[src/rtl/bound_flasher_monitor.sv]
// Passive checker/decoder for the bound flasher LED bus: decodes level, direction
// and sequence phase, and accumulates sticky protocol error flags.
module bound_flasher_monitor #(
    parameter int unsigned MAX_HOLD   = 3,
    parameter int unsigned ARM_WINDOW = 4
) (
    input  logic        clk,
    input  logic        rst,
    input  logic [15:0] leds,
    input  logic        flick,
    input  logic        clr_err,
    output logic [4:0]  level,
    output logic [1:0]  dir,
    output logic [2:0]  phase,
    output logic        kickback,
    output logic        seq_done,
    output logic [4:0]  err_flags
);

    localparam int unsigned LVL_W  = 5;
    localparam int unsigned HOLD_W = $clog2(MAX_HOLD + 2);
    localparam int unsigned TMR_W  = $clog2(ARM_WINDOW + 1);

    typedef enum logic [2:0] {
        IDLE = 3'd0,
        UP1  = 3'd1,
        DN1  = 3'd2,
        UP2  = 3'd3,
        DN2  = 3'd4,
        UP3  = 3'd5,
        DN3  = 3'd6
    } phase_e;

    phase_e              phase_q, phase_d;
    logic [LVL_W-1:0]    level_q, peak_q, peak_d;
    logic [1:0]          dir_q, dir_d;
    logic                kick_q, kick_d, done_q, done_d;
    logic [4:0]          err_q, err_d, new_err;
    logic                armed_q, armed_d, seen_q, seen_d;
    logic [TMR_W-1:0]    tmr_q, tmr_d;
    logic [HOLD_W-1:0]   hold_q, hold_d;

    logic [LVL_W-1:0]    lvl_c;
    logic [16:0]         mask_c;
    logic                thermo_bad_c, up_c, dn_c, same_c, low_c, kick_c;

    // Popcount and the thermometer pattern that popcount implies.
    always_comb begin
        lvl_c = '0;
        for (int i = 0; i < 16; i++) begin
            lvl_c = lvl_c + LVL_W'(leds[i]);
        end
        mask_c = (17'd1 << lvl_c) - 17'd1;
    end

    assign thermo_bad_c = {1'b0, leds} != mask_c;
    assign up_c   = (6'(lvl_c) == 6'(level_q) + 6'd1);
    assign dn_c   = (6'(lvl_c) + 6'd1 == 6'(level_q));
    assign same_c = (lvl_c == level_q);
    assign low_c  = (lvl_c <= 5'd5);
    assign kick_c = seen_q | (flick & low_c);

    always_comb begin
        phase_d = phase_q;
        peak_d  = peak_q;
        dir_d   = dir_q;
        kick_d  = 1'b0;
        done_d  = 1'b0;
        armed_d = armed_q;
        tmr_d   = tmr_q;
        hold_d  = hold_q;
        seen_d  = seen_q;
        new_err = '0;

        new_err[0] = thermo_bad_c;

        // Direction only updates on legal unit steps; a jump keeps the old value.
        if (up_c)        dir_d = 2'b01;
        else if (dn_c)   dir_d = 2'b10;
        else if (same_c) dir_d = 2'b00;
        else             new_err[1] = 1'b1;

        if (!same_c) begin
            hold_d = '0;
        end else if (hold_q <= HOLD_W'(MAX_HOLD)) begin
            hold_d = hold_q + HOLD_W'(1);
        end
        if (same_c && hold_q == HOLD_W'(MAX_HOLD) && phase_q != IDLE) begin
            new_err[4] = 1'b1;
        end

        if (phase_q == IDLE && flick) begin
            armed_d = 1'b1;
            tmr_d   = TMR_W'(ARM_WINDOW);
        end else if (armed_q) begin
            if (tmr_q == '0) armed_d = 1'b0;
            else             tmr_d   = tmr_q - TMR_W'(1);
        end

        if ((phase_q == DN1 || phase_q == DN2) && flick && low_c) begin
            seen_d = 1'b1;
        end

        case (phase_q)
            IDLE: begin
                if (up_c && lvl_c == 5'd1) begin
                    if (!(armed_q || flick)) new_err[3] = 1'b1;
                    phase_d = UP1;
                    peak_d  = 5'd16;
                    armed_d = 1'b0;
                end
            end
            UP1, UP2, UP3: begin
                if (dn_c) begin
                    if (level_q != peak_q) new_err[2] = 1'b1;
                    phase_d = (phase_q == UP1) ? DN1 : (phase_q == UP2) ? DN2 : DN3;
                end
            end
            DN1: begin
                if (up_c) begin
                    if (level_q != 5'd5) new_err[2] = 1'b1;
                    if (kick_c) begin
                        phase_d = UP1;
                        peak_d  = 5'd16;
                        kick_d  = 1'b1;
                    end else begin
                        phase_d = UP2;
                        peak_d  = 5'd11;
                    end
                end
            end
            DN2: begin
                if (up_c) begin
                    if (level_q != 5'd0) new_err[2] = 1'b1;
                    if (kick_c) begin
                        phase_d = UP2;
                        peak_d  = 5'd11;
                        kick_d  = 1'b1;
                    end else begin
                        phase_d = UP3;
                        peak_d  = 5'd6;
                    end
                end
            end
            DN3: begin
                if (up_c) begin
                    new_err[2] = 1'b1;
                end else if (dn_c && lvl_c == 5'd0) begin
                    phase_d = IDLE;
                    done_d  = 1'b1;
                    armed_d = 1'b0;
                end
            end
            default: phase_d = IDLE;
        endcase

        // Flick history is per phase visit.
        if (phase_d != phase_q) seen_d = 1'b0;

        // A fresh error in the clearing cycle survives the clear.
        err_d = (clr_err ? 5'd0 : err_q) | new_err;
    end

    always_ff @(posedge clk or posedge rst) begin
        if (rst) begin
            phase_q <= IDLE;
            level_q <= '0;
            peak_q  <= 5'd16;
            dir_q   <= 2'b00;
            kick_q  <= 1'b0;
            done_q  <= 1'b0;
            err_q   <= '0;
            armed_q <= 1'b0;
            tmr_q   <= '0;
            hold_q  <= '0;
            seen_q  <= 1'b0;
        end else begin
            phase_q <= phase_d;
            level_q <= lvl_c;
            peak_q  <= peak_d;
            dir_q   <= dir_d;
            kick_q  <= kick_d;
            done_q  <= done_d;
            err_q   <= err_d;
            armed_q <= armed_d;
            tmr_q   <= tmr_d;
            hold_q  <= hold_d;
            seen_q  <= seen_d;
        end
    end

    assign level     = level_q;
    assign dir       = dir_q;
    assign phase     = phase_q;
    assign kickback  = kick_q;
    assign seq_done  = done_q;
    assign err_flags = err_q;

endmodule
[config.mk]
export PLATFORM = sky130hd
export DESIGN_NAME = bound_flasher_monitor
export DESIGN_NICKNAME = d
export VERILOG_FILES = /design/src/rtl/bound_flasher_monitor.sv
export SDC_FILE = /design/constraint.sdc
export NUM_CORES = 1
export LEC_CHECK = 0
export CORE_ASPECT_RATIO = 1.25
export CORE_MARGIN = 4
export CORE_UTILIZATION = 62
export CTS_BUF_LIST = sky130_fd_sc_hd__clkbuf_8
export CTS_CLUSTER_DIAMETER = 120
export CTS_CLUSTER_SIZE = 14
export DETAILED_ROUTE_END_ITERATION = 8
export PLACE_DENSITY = 0.86
export SYNTH_ARGS = -nofsm -noshare
export SYNTH_HDL_FRONTEND = slang
export SYNTH_SLANG_ARGS = --single-unit
[constraint.sdc]
create_clock -name clk -period 5.8 [get_ports clk]
set_input_delay 1.16 -clock clk [delete_from_list [all_inputs] [get_ports clk]]
set_output_delay 1.16 -clock clk [all_outputs]
set_load 0.01 [all_outputs]
==> results of run 1 <==
==> synth_stat cells (5+ instances only) <==
cell type | number | area share
inv_1 | 47 | 0.051
nor2_1 | 33 | 0.036
nand2_1 | 29 | 0.031
dfrtp_1 | 28 | 0.20
o21ai_0 | 28 | 0.040
xnor2_1 | 24 | 0.061
a21oi_1 | 19 | 0.027
ha_1 | 19 | 0.069
nor3_1 | 17 | 0.025
nand3_1 | 14 | 0.020
clkbuf_1 | 12 | 0.013
fa_1 | 10 | 0.058
and3_1 | 9 | 0.016
nor4_1 | 7 | 0.013
a211oi_1 | 6 | 0.013
and2_1 | 6 | 0.011
a21o_1 | 5 | 0.011
a31oi_1 | 5 | 0.0090
mux2i_1 | 5 | 0.014
nand4_1 | 5 | 0.0090
o31ai_1 | 5 | 0.011
==> metal layers <==
| metal | GRT usage | GRT overflow |
|---|---|---|
| met1 | 0.7288 | 0 |
| met2 | 0.8539 | 15 |
| met3 | 0.6107 | 0 |
| met4 | 0.7270 | 33 |
| met5 | 0.03419 | 0 |
==> logic make-up after synthesis <==
| logic type | share of synthesized area |
|---|---|
| compound gates | 0.2475 |
| xor+xnor | 0.08586 |
| fa+ha+maj | 0.1263 |
| buf+inv | 0.08225 |
| flops | 0.2096 |
| mux | 0.02525 |
| simple gates | 0.2233 |
==> what timing repair did <==
action                     in CTS
cloned                          1
setup endpoints to repair      21
pin swaps                      18
resized for setup              69
setup buffers                   9
hold endpoints to repair        0
==> through the flow <==
stage                     hold WS (ns)  area, µm²
after CTS                       0.5013       4903
after detailed placement        0.4663       4664
after global placement          0.4778       4664
after floorplan                 0.4864       3637
==> flow_metrics.tcl, run 1 <==
set metrics [dict create \
    run_status "aborted with a tool error" \
    stop_stage "global routing" \
    first-error "[ERROR GRT-0232] Routing congestion too high. Check the congestion heatmap in the GUI." \
    netlist_instances 428 \
    clockBufferDepth 2 \
    netlist_area_um2 3468 \
    root_buffer "clkbuf_8" \
    post-dp-hpwl_mm 9.975 \
    ys_warn_count 0 \
    cts.sinks 29 \
    numCtsBuffers 5 \
    placed_cells 604 \
    die_w_um 74.90 \
    die_height_um 91.62 \
    pre_cts_slack_ns -1.065 \
    fp-row-count 30 \
    grt.overflow.total 48 \
    ys_types 73 \
    synth_seq_cells 29 \
    synth_edf_count 0 \
    hold_buffers 0 \
    htreeDepth 2 \
    syn_area_per_cell_um2 8.104 \
    yosysSeqAreaShare 0.2096 \
    track_usage 0.7248 \
    ys.flop_type "dfrtp_1" \
    ioPinCount 37 \
    synth_nets 477 \
    place_congestion 0.9774 \
    worst_path_end_type "sequential cell input" \
    start_util 0.6372 \
    ys_async_sr_fraction 1.000 \
    port_buffers 36 \
    grt_start_max_net_pins 30 \
    worstEndpointGrtRepair "err_flags[0]$_DFF_PP0_/D" \
]
==> run 2, diff against run 1 <==
==> config.mk (replaced) <==
export PLATFORM = sky130hd
export DESIGN_NAME = bound_flasher_monitor
export DESIGN_NICKNAME = d
export VERILOG_FILES = /design/src/rtl/bound_flasher_monitor.sv
export SDC_FILE = /design/constraint.sdc
export NUM_CORES = 1
export LEC_CHECK = 0
export CORE_MARGIN = 4
export CORE_UTILIZATION = 40
export DETAILED_ROUTE_END_ITERATION = 8
export PLACE_DENSITY_LB_ADDON = 0.15
export SYNTH_ARGS = -nofsm -noshare
export SYNTH_HDL_FRONTEND = slang
export SYNTH_SLANG_ARGS = --single-unit
==> run 2 against run 1 <==
The flow now finishes, with violations (negative setup slack); synthesized area unchanged; synthesized cell count unchanged.
==> flow_metrics.tcl, run 2 <==
set metrics [dict create \
    run_status "finished with violations" \
    violations "negative setup slack" \
    holdWs_ns 0.4785 \
    cts.sinks 29 \
    die_height_um 101.1 \
    cts_tree "yes" \
    nFillCells 746 \
    worstPathArrival_ns 6.18 \
    place_area_um2 4753 \
    ys.flop_type "dfrtp_1" \
    setup_slack_ns -0.2460 \
    vias_per_cell 5.485 \
    yosysTopAreaCell "dfrtp_1" \
    final_cell_mix "106 x buf_4, 38 x inv_1, 32 x nor2_1" \
    synth_seq_cells 29 \
    drcViolationCount 0 \
    final_common_cell "buf_4" \
    path_class "in -> reg" \
    use_met3 0.02768 \
    endpoint_kind "flop" \
    clockBufferDepth 2 \
    finalMaxSlewViolations 0 \
    grt_pass1_wl_mm 18.49 \
    yosysTopAreaCellShare 0.2020 \
    pre_cts_slack_ns -1.022 \
    nNetsFinal 614 \
    route.detailed.wl_per_inst_um 16.37 \
    first_global_vias 3811 \
    grt_start_max_net_pins 30 \
    max_freq_ghz 0.1654 \
    diodes 0 \
    clk_latency_ns 0.28 \
    vias 3675 \
    crit_fanout 6 \
    max-slew-margin-rel 0.2763 \
    yosysMostFrequentCell "inv_1" \
    start_util 0.4158 \
    drt-initial-drc-count 178 \
    use_met2 0.3758 \
    numCtsBuffers 5 \
    place_congestion 0.9098 \
    netlist_instances 428 \
    synth_nets 477 \
    rsz0062_at_grt "yes" \
    yosysSeqAreaShare 0.2096 \
    syn_area_per_cell_um2 8.104 \
    fin_crit_ns 6.046 \
    antenna_found_initial 0 \
    clkTransAtPathRegs_ns 0.07 \
    grt.overflow.total 0 \
    synth_common_cells "47 x inv_1, 33 x nor2_1, 29 x nand2_1" \
    finalClockSkew_ns 0.002946 \
    period_share 1.042 \
    met1_usage 0.3075 \
    synth_area_leaders "dfrtp_1 20%, ha_1 6.9%, xnor2_1 6.1%, fa_1 5.8%, inv_1 5.1%" \
    dieArea_um2 10220 \
    min_path_type "reg -> reg" \
    ioPinCount 37 \
    fp-row-count 33 \
    synth_edf_count 0 \
    netlist_area_um2 3468 \
    area_delta_synth_final_pct 48.59 \
    final_core_util 0.6179 \
    setup_viol 7 \
    final_area_um2 5154 \
    ys_warn_count 0 \
    busiest_layer "met2" \
    drive_gt1_frac 0.3664 \
    cp-startpoint "leds[15]" \
    routed_wl_mm 10.97 \
    port_buffers 36 \
    post-dp-hpwl_mm 8.681 \
    dr.pass1.iters 5 \
    cp.required_ns 5.94 \
    htreeDepth 2 \
    worst_pin_slew_ns 1.084 \
    hold_buffers 0 \
    root_buffer "clkbuf_8" \
    r2r-start "level[4]" \
    ys_async_sr_fraction 1.000 \
    finalHoldViolCount 0 \
    core_area_um2 8341 \
    hold_path_startpoint "dir[0]" \
    ys_types 73 \
    startpoint_type "input pin" \
    die_w_um 101.1 \
    ant_nets 0 \
    cap_violations 0 \
    track_usage 0.2238 \
]
==> run 2: final cells by class <==
cell class,instances,area (µm²),share of cell area
well taps,105,131.4,0.02549
flip-flops and latches,29,726.9,0.1411
inverters,49,186.4,0.03617
repair buffers,150,1242,0.2411
clock buffers,5,68.82,0.01335
clock inverters,2,35.03,0.006798
multi-input cells,330,2763,0.5361
==> run 2: per-layer routing <==
layer,vias to the layer above,share of wire
met5,-,0
met4,0,0.023
met3,24,0.051
met2,115,0.48
met1,1727,0.45
li1,1809,-
==> run 2: logic make-up after synthesis <==
logic type	Yosys count	synth area share
flops	29	0.2096
compound gates	115	0.2475
buf+inv	69	0.08225
xor+xnor	30	0.08586
simple gates	148	0.2233
fa+ha+maj	29	0.1263
mux	8	0.02525
==> run 2: critical path, stage by stage <==
cell and delay, ns:
buf_8 0.10, fa_1 0.53, inv_1 0.05, fa_1 0.45, fa_1 0.51, fa_1 0.51, inv_2 0.05, ha_4 0.16
fa_2 0.62, ha_4 0.18, ha_4 0.15, nor2b_2 0.14, o21ai_1 0.08, a221o_1 0.30, and4b_2 0.32, mux2_4 0.31
and3_1 0.19, a211oi_2 0.23, o2111ai_1 0.15
==> run 2: what timing repair did <==
| action | 4_1_cts | 5_1_grt |
|---|---|---|
| resized for setup | 60 | 39 |
| pin swaps | 23 | 21 |
| endpoints found under the setup margin | 21 | 16 |
| setup buffers | 10 | 6 |
==> run 2: path summary, 6_finish.rpt <==
path	end	slack [ns]	cells after the start
setup / recovery	err_flags[0]	-0.25	19
hold / removal	dir[0]	0.48	1
setup reg to reg	armed_q	3.24	9
hold reg to reg	dir[0]	0.48	1
max in group asynchronous	tmr_q[1]	3.69	2
min in group asynchronous	phase[0]	1.46	2
==> run 2: stage by stage <==
| stage | TNS [ns] | cells |
|---|---|---|
| finish | -0.6811 | 670 |
| global route | -2.411 | 670 |
| CTS | -0.2074 | 667 |
| detailed placement | -15.37 | 650 |
| global placement | -14.68 | 650 |
| floorplan | -0.7856 | 428 |
Power of run 2 is left out: the tool's default activity adds up to more than one toggle a clock period on the data nets, which glitch-free logic cannot reach.
